<file path="src/rtl/rv_regfile_sb.sv">
// Dual-write-port integer register file with write-to-read bypass, busy scoreboard
// and a sequenced clear engine; NREG selects the RV32E (16) or RV32I (32) variant.
module rv_regfile_sb #(
    parameter int XLEN   = 32,
    parameter int NREG   = 16,
    parameter int AW     = 5,
    parameter int BYPASS = 1
) (
    input  logic            clk,
    input  logic            rst_n,
    input  logic            we0,
    input  logic [AW-1:0]   wa0,
    input  logic [XLEN-1:0] wd0,
    input  logic            we1,
    input  logic [AW-1:0]   wa1,
    input  logic [XLEN-1:0] wd1,
    input  logic [AW-1:0]   ra1,
    input  logic [AW-1:0]   ra2,
    output logic [XLEN-1:0] rd1,
    output logic [XLEN-1:0] rd2,
    output logic            busy1,
    output logic            busy2,
    input  logic            iss_v,
    input  logic [AW-1:0]   iss_rd,
    input  logic            clr_req,
    output logic            clr_busy,
    output logic            clr_done,
    output logic            addr_err
);

    localparam int            IW     = $clog2(NREG);
    localparam logic [AW:0]   NREG_W = (AW+1)'(NREG);
    localparam logic [AW-1:0] LAST_A = AW'(NREG - 1);

    typedef enum logic [1:0] {
        ST_IDLE  = 2'd0,
        ST_CLEAR = 2'd1,
        ST_DONE  = 2'd2
    } state_e;

    state_e          state_q, state_d;
    logic [AW-1:0]   cnt_q, cnt_d;
    logic [XLEN-1:0] reg_q [NREG];
    logic [XLEN-1:0] reg_d [NREG];
    logic [NREG-1:0] busy_q, busy_d;
    logic            addr_err_q, addr_err_d;
    logic            idle_s;
    logic            hit0_s, hit1_s;

    function automatic logic in_range(input logic [AW-1:0] a);
        return ({1'b0, a} < NREG_W);
    endfunction

    function automatic logic legal(input logic [AW-1:0] a);
        return in_range(a) && (a != {AW{1'b0}});
    endfunction

    // Port 1 (load return) is the younger write, so it wins over port 0 when forwarding.
    function automatic logic [XLEN-1:0] read_port(input logic [AW-1:0] ra);
        logic [XLEN-1:0] v;
        v = {XLEN{1'b0}};
        if (legal(ra)) begin
            if ((BYPASS != 0) && idle_s && we1 && (wa1 == ra)) begin
                v = wd1;
            end else if ((BYPASS != 0) && idle_s && we0 && (wa0 == ra)) begin
                v = wd0;
            end else begin
                v = reg_q[ra[IW-1:0]];
            end
        end else begin
            v = {XLEN{1'b0}};
        end
        return v;
    endfunction

    assign idle_s = (state_q == ST_IDLE);

    // Combinational read and scoreboard lookup for both decode ports.
    always_comb begin
        rd1   = read_port(ra1);
        rd2   = read_port(ra2);
        busy1 = legal(ra1) ? busy_q[ra1[IW-1:0]] : 1'b0;
        busy2 = legal(ra2) ? busy_q[ra2[IW-1:0]] : 1'b0;
    end

    // Next-state: writes, scoreboard and clear sequencing.
    always_comb begin
        state_d    = state_q;
        cnt_d      = cnt_q;
        reg_d      = reg_q;
        busy_d     = busy_q;
        addr_err_d = 1'b0;
        hit0_s     = 1'b0;
        hit1_s     = 1'b0;
        case (state_q)
            ST_IDLE: begin
                addr_err_d = (we0 && !in_range(wa0)) || (we1 && !in_range(wa1)) ||
                             (iss_v && !in_range(iss_rd));
                // Index 0 is skipped: x0 is never written and never busy.
                for (int i = 1; i < NREG; i++) begin
                    hit0_s = we0 && (wa0 == AW'(i));
                    hit1_s = we1 && (wa1 == AW'(i));
                    if (hit1_s) begin
                        reg_d[i] = wd1;
                    end else if (hit0_s) begin
                        reg_d[i] = wd0;
                    end else begin
                        reg_d[i] = reg_q[i];
                    end
                    busy_d[i] = (iss_v && (iss_rd == AW'(i))) ||
                                (busy_q[i] && !(hit0_s || hit1_s));
                end
                if (clr_req) begin
                    state_d = ST_CLEAR;
                    cnt_d   = {{(AW-1){1'b0}}, 1'b1};
                end else begin
                    state_d = ST_IDLE;
                    cnt_d   = cnt_q;
                end
            end
            ST_CLEAR: begin
                reg_d[cnt_q[IW-1:0]]  = {XLEN{1'b0}};
                busy_d[cnt_q[IW-1:0]] = 1'b0;
                cnt_d                 = cnt_q + {{(AW-1){1'b0}}, 1'b1};
                if (cnt_q == LAST_A) begin
                    state_d = ST_DONE;
                end else begin
                    state_d = ST_CLEAR;
                end
            end
            ST_DONE: begin
                state_d = ST_IDLE;
                cnt_d   = {AW{1'b0}};
            end
            default: begin
                state_d = ST_IDLE;
                cnt_d   = {AW{1'b0}};
            end
        endcase
    end

    // State registers; asynchronous reset also aborts an in-progress clear.
    always_ff @(posedge clk or negedge rst_n) begin
        if (!rst_n) begin
            state_q    <= ST_IDLE;
            cnt_q      <= {AW{1'b0}};
            busy_q     <= {NREG{1'b0}};
            addr_err_q <= 1'b0;
            for (int i = 0; i < NREG; i++) begin
                reg_q[i] <= {XLEN{1'b0}};
            end
        end else begin
            state_q    <= state_d;
            cnt_q      <= cnt_d;
            busy_q     <= busy_d;
            addr_err_q <= addr_err_d;
            reg_q      <= reg_d;
        end
    end

    assign clr_busy = (state_q != ST_IDLE);
    assign clr_done = (state_q == ST_DONE);
    assign addr_err = addr_err_q;

endmodule

</file>
<file path="config.mk">
export PLATFORM = sky130hd
export DESIGN_NAME = rv_regfile_sb
export DESIGN_NICKNAME = d
export VERILOG_FILES = /design/src/rtl/rv_regfile_sb.sv
export SDC_FILE = /design/constraint.sdc
export NUM_CORES = 2
export LEC_CHECK = 0
export CAP_MARGIN = 20
export CORE_MARGIN = 2
export CORE_UTILIZATION = 60
export CTS_BUF_LIST = sky130_fd_sc_hd__clkbuf_8 sky130_fd_sc_hd__clkbuf_16
export DETAILED_ROUTE_END_ITERATION = 8
export PLACE_DENSITY = 0.81
export SLEW_MARGIN = 5
export SYNTH_ARGS = -nofsm -noshare
export SYNTH_HDL_FRONTEND = slang
export SYNTH_SLANG_ARGS = --single-unit
</file>
<file path="constraint.sdc">
create_clock -name clk -period 3.1 [get_ports clk]
set_input_delay 0.465 -clock clk [delete_from_list [all_inputs] [get_ports clk]]
set_output_delay 0.465 -clock clk [all_outputs]
set_load 0.02 [all_outputs]
</file>
==> reports/qor.txt <==
first-pass GRT wire length: 198.1 mm
row count: 88
HP Class: in2async
crit-path max cell delay: 0.51 ns
Critical Path RT: 2.63 ns
1st-pass router iterations: 6
reg-to-reg endpoint: reg_q[238]
Clk pin slew, worst setup/hold paths: 0.06 ns
Reg2Reg Setup Slack: 0.30 ns
CP max stage cell: o211ai_1
worst setup path endpoint: rd1[0]
clock root buffer: clkbuf_16
drt drc: 0
worst vdd ir: 592.4 uV
sw frac: 34.93%
CP Cell Sequence: mux4_2 -> mux2_4 -> o211ai_1 -> a31oi_1 -> buf_4
kind of critical path: reg2out
pre-CTS WS: -0.4039 ns
Max Slew Vio Count: 0
Area contributors post-synth: dfrtp_1 38%, mux4_2 17%, mux2i_1 16%, o2bb2ai_1 12%, buf_2 2.0%
Max Cap Viol: 0
final worst path period share: 103.0%
power per cell area: 599.3 mW/mm^2
crit path DAT: 2.73 ns
mean area per synthesized cell: 12.33 um^2
ratio of cells with drive above 1 in the final layout: 27.63%
total CTS buffers: 58
Slew HR: 12.94%
failing checks: setup timing
Nets: 3050
Clock power frac: 30.2%
Vias: 30200
die footprint: 0.06041 mm^2
xor/xnor share of the synthesized area: 0.5493%
GP Congestion: 0.9348
fraction of registers with async set or reset after synthesis: 100.0%
Final WS setup: -0.09303 ns
post-synthesis compound-gate area fraction: 17.90%
Flop pwr share: 38.2%
outcome: complete, but fails checks
Routed WL: 134.5 mm
kind of capture point of the worst setup path: output pin
clock skew: 0.02424 ns
CP Launch Point: reg_q[192]
largest family of logic cells by synthesized area: multiplexers
Comb pwr share: 31.6%
Skew-Pair Late Insertion Delay: 0.64 ns
# fillers: 3780
FF-to-FF Start: state_q[1]
die height: 245.8 um
Ports: 164
Critical Path Fanout Max: 3
RSZ-0062 raised after global routing: true
Finish-stage setup viols: 2
hpwl dp: 77.21 mm
CORE AREA: 0.05770 mm^2
Yosys warning total: 0
clock tree buffer depth: 3
EDFF count, synth: 0
top-count cell post-synth: mux2i_1
Synth top area share: 38.24%
Final Hold Viols: 0
WL per Instance: 35.78 um
DP Cell Count: 3643
Syn Inst Count: 2845
antenna-violating nets left: 0
vias in the first global route: 31320
total congestion overflow: 0
# clock sinks: 536
post-route insts no fill: 3759
Initial Util: 60.80%
Synth Net Count: 2945
mux contribution to synthesized area: 33.69%
total track usage: 44.48%
# port buffers: 163
H-tree levels: 2
Post-synth top flop: dfrtp_1
NetSw: 8.636 mW
Seq/Total Area, Yosys: 38.24%
actual slew at the worst max-slew pin: 1.303 ns
Synth Area in Adders: 0.1784%
post-synthesis sequential element count: 536
largest net degree at the start of global routing: 97
initial antenna violation count: 2
worst r2r path cells: 8
CTS tree: built
Tmin final: 3.193 ns
max frequency: 0.3132 GHz
Post-Syn Area: 0.03508 mm^2
vias per inst: 8.034
Lkg Pwr: 18.49 nW
top cell type by total area after synthesis: dfrtp_1
cell-internal power: 16.09 mW
list of most frequent post-synthesis cells: 546 x mux2i_1, 536 x dfrtp_1, 482 x o2bb2ai_1, 267 x mux4_2, 176 x clkbuf_1
Post-Synth Simple-Gate Area: 3.852%
crit start category: flop
P&R area growth vs syn: 17.60%
Cell variety after synth: 68
die width: 245.8 um
Initial DRC Count: 4341
sequential cells by signal, indices dropped and copies added, names as in the netlist:
name / flops
reg_q: 512
cnt_q: 5
state_q: 2
busy_q: 16
addr_err: 1
cell usage in the layout (no fill, tap or decap), types with 7 or more instances in the layout:
| cell | netlist | layout |
|---|---|---|
| clkdlybuf4s50_1 | 0 | 88 |
| xnor2_1 | 7 | 7 |
| o21a_1 | 31 | 31 |
| mux2_2 | 30 | 29 |
| buf_6 | 12 | 16 |
| a22o_1 | 7 | 7 |
| buf_4 | 31 | 208 |
| clkbuf_8 | 0 | 11 |
| inv_1 | 11 | 20 |
| nand2_2 | 1 | 18 |
| o21ai_0 | 24 | 20 |
| buf_2 | 137 | 25 |
| and2_1 | 42 | 37 |
| clkinv_2 | 0 | 10 |
| buf_12 | 0 | 87 |
| clkbuf_16 | 0 | 59 |
| mux4_2 | 267 | 267 |
| clkbuf_2 | 0 | 21 |
| o21ai_1 | 12 | 14 |
| o2bb2ai_1 | 482 | 482 |
| a21oi_1 | 40 | 39 |
| nand3_1 | 12 | 8 |
| bufinv_16 | 0 | 9 |
| o221a_1 | 31 | 30 |
| a211oi_1 | 32 | 31 |
| mux2i_1 | 546 | 543 |
| nand2_1 | 88 | 70 |
| nor2_1 | 31 | 28 |
| dfrtp_1 | 536 | 536 |
| xor2_1 | 15 | 14 |
| a31oi_1 | 31 | 30 |
| nor2b_1 | 37 | 37 |
| o211ai_1 | 32 | 32 |
worst min path at each step:
stage / start / to / slack (ns) / cells past startpoint
2_1_floorplan: rst_n / addr_err / 0.17 / 0
3_3_place_gp: rst_n / reg_q[190] / 0.47 / 1
3_5_place_dp: rst_n / reg_q[289] / 0.47 / 1
4_1_cts: rst_n / reg_q[34] / 0.38 / 2
5_1_grt: rst_n / reg_q[510] / 0.42 / 2
6_report: rst_n / reg_q[446] / 0.37 / 2
critical path, delay by kind of cell (launching register included):
kind,cells,cell delay [ns]
muxes,2,0.80
AOI/OAI and AO/OA,2,0.69
buffers and inverters,1,0.20
DFF,1,0.40
timing repair:
item	CTS	global route
pin swaps	4	8
hold endpoints to repair	53	0
setup endpoints to repair	66	63
gates cloned	2	1
hold buffers	1	0
gates resized for setup	194	130
buffers inserted	7	5
power by group through the flow:
stage                     clock network, mW  logic, mW  registers, mW
after global placement                    0       7.23           9.30
final                                  7.47       7.81           9.44
after global routing                   7.73       7.99           9.52
after CTS                              7.45       7.47           9.34
after detailed placement                  0       7.44           9.42
after floorplan                           0       4.65           9.02
kinds of logic (layout without fill, tap and decap cells):
logic type | after synthesis | in the layout
buffers and inverters | 422 | 570
multiplexers | 843 | 843
adder cells (fa/ha/maj) | 5 | 5
AND/OR/NAND/NOR | 257 | 257
other | 0 | 1
AO/OA/AOI/OAI | 760 | 760
XOR/XNOR | 22 | 22
flip-flops | 536 | 536
routing by layer:
metal	track usage, %	routed length (um)	up-vias
li1	-	-	11410
met1	54.32	44070	14910
met2	64.23	57770	2999
met3	16.78	20720	879
met4	33.39	11940	2
met5	0	13	-
per-stage QoR:
| step | power, mW | hold slack (ns) | util (%) | instance area [um^2] | TNS, ns |
|---|---|---|---|---|---|
| final | 24.72 | 0.3663 | 71.50 | 41250 | -0.1023 |
| after global routing | 25.25 | 0.4226 | 71.49 | 41250 | -0.4421 |
| after CTS | 24.26 | 0.3836 | 71.48 | 41240 | -0.1657 |
| after detailed placement | 16.86 | 0.4669 | 67.85 | 39140 | -15.75 |
| after global placement | 16.53 | 0.4746 | 67.85 | 39140 | -17.55 |
| after floorplan | 13.67 | 0.1694 | - | 35080 | 0 |
area by class of cell:
cell class                 instances  area, um^2  share of cell area (%)
multi-input combinational       1887       20080                   48.67
sequential                       536       13410                   32.52
timing repair buffer             456        4746                   11.51
clock buffer                      69        1603                   3.886
tap                              765       957.2                   2.320
clock inverter                    34       409.1                  0.9919
inverter                          11       41.29                  0.1001
antenna                            1       2.502                0.006066
Note: power is estimated with default switching activity, not from simulation.
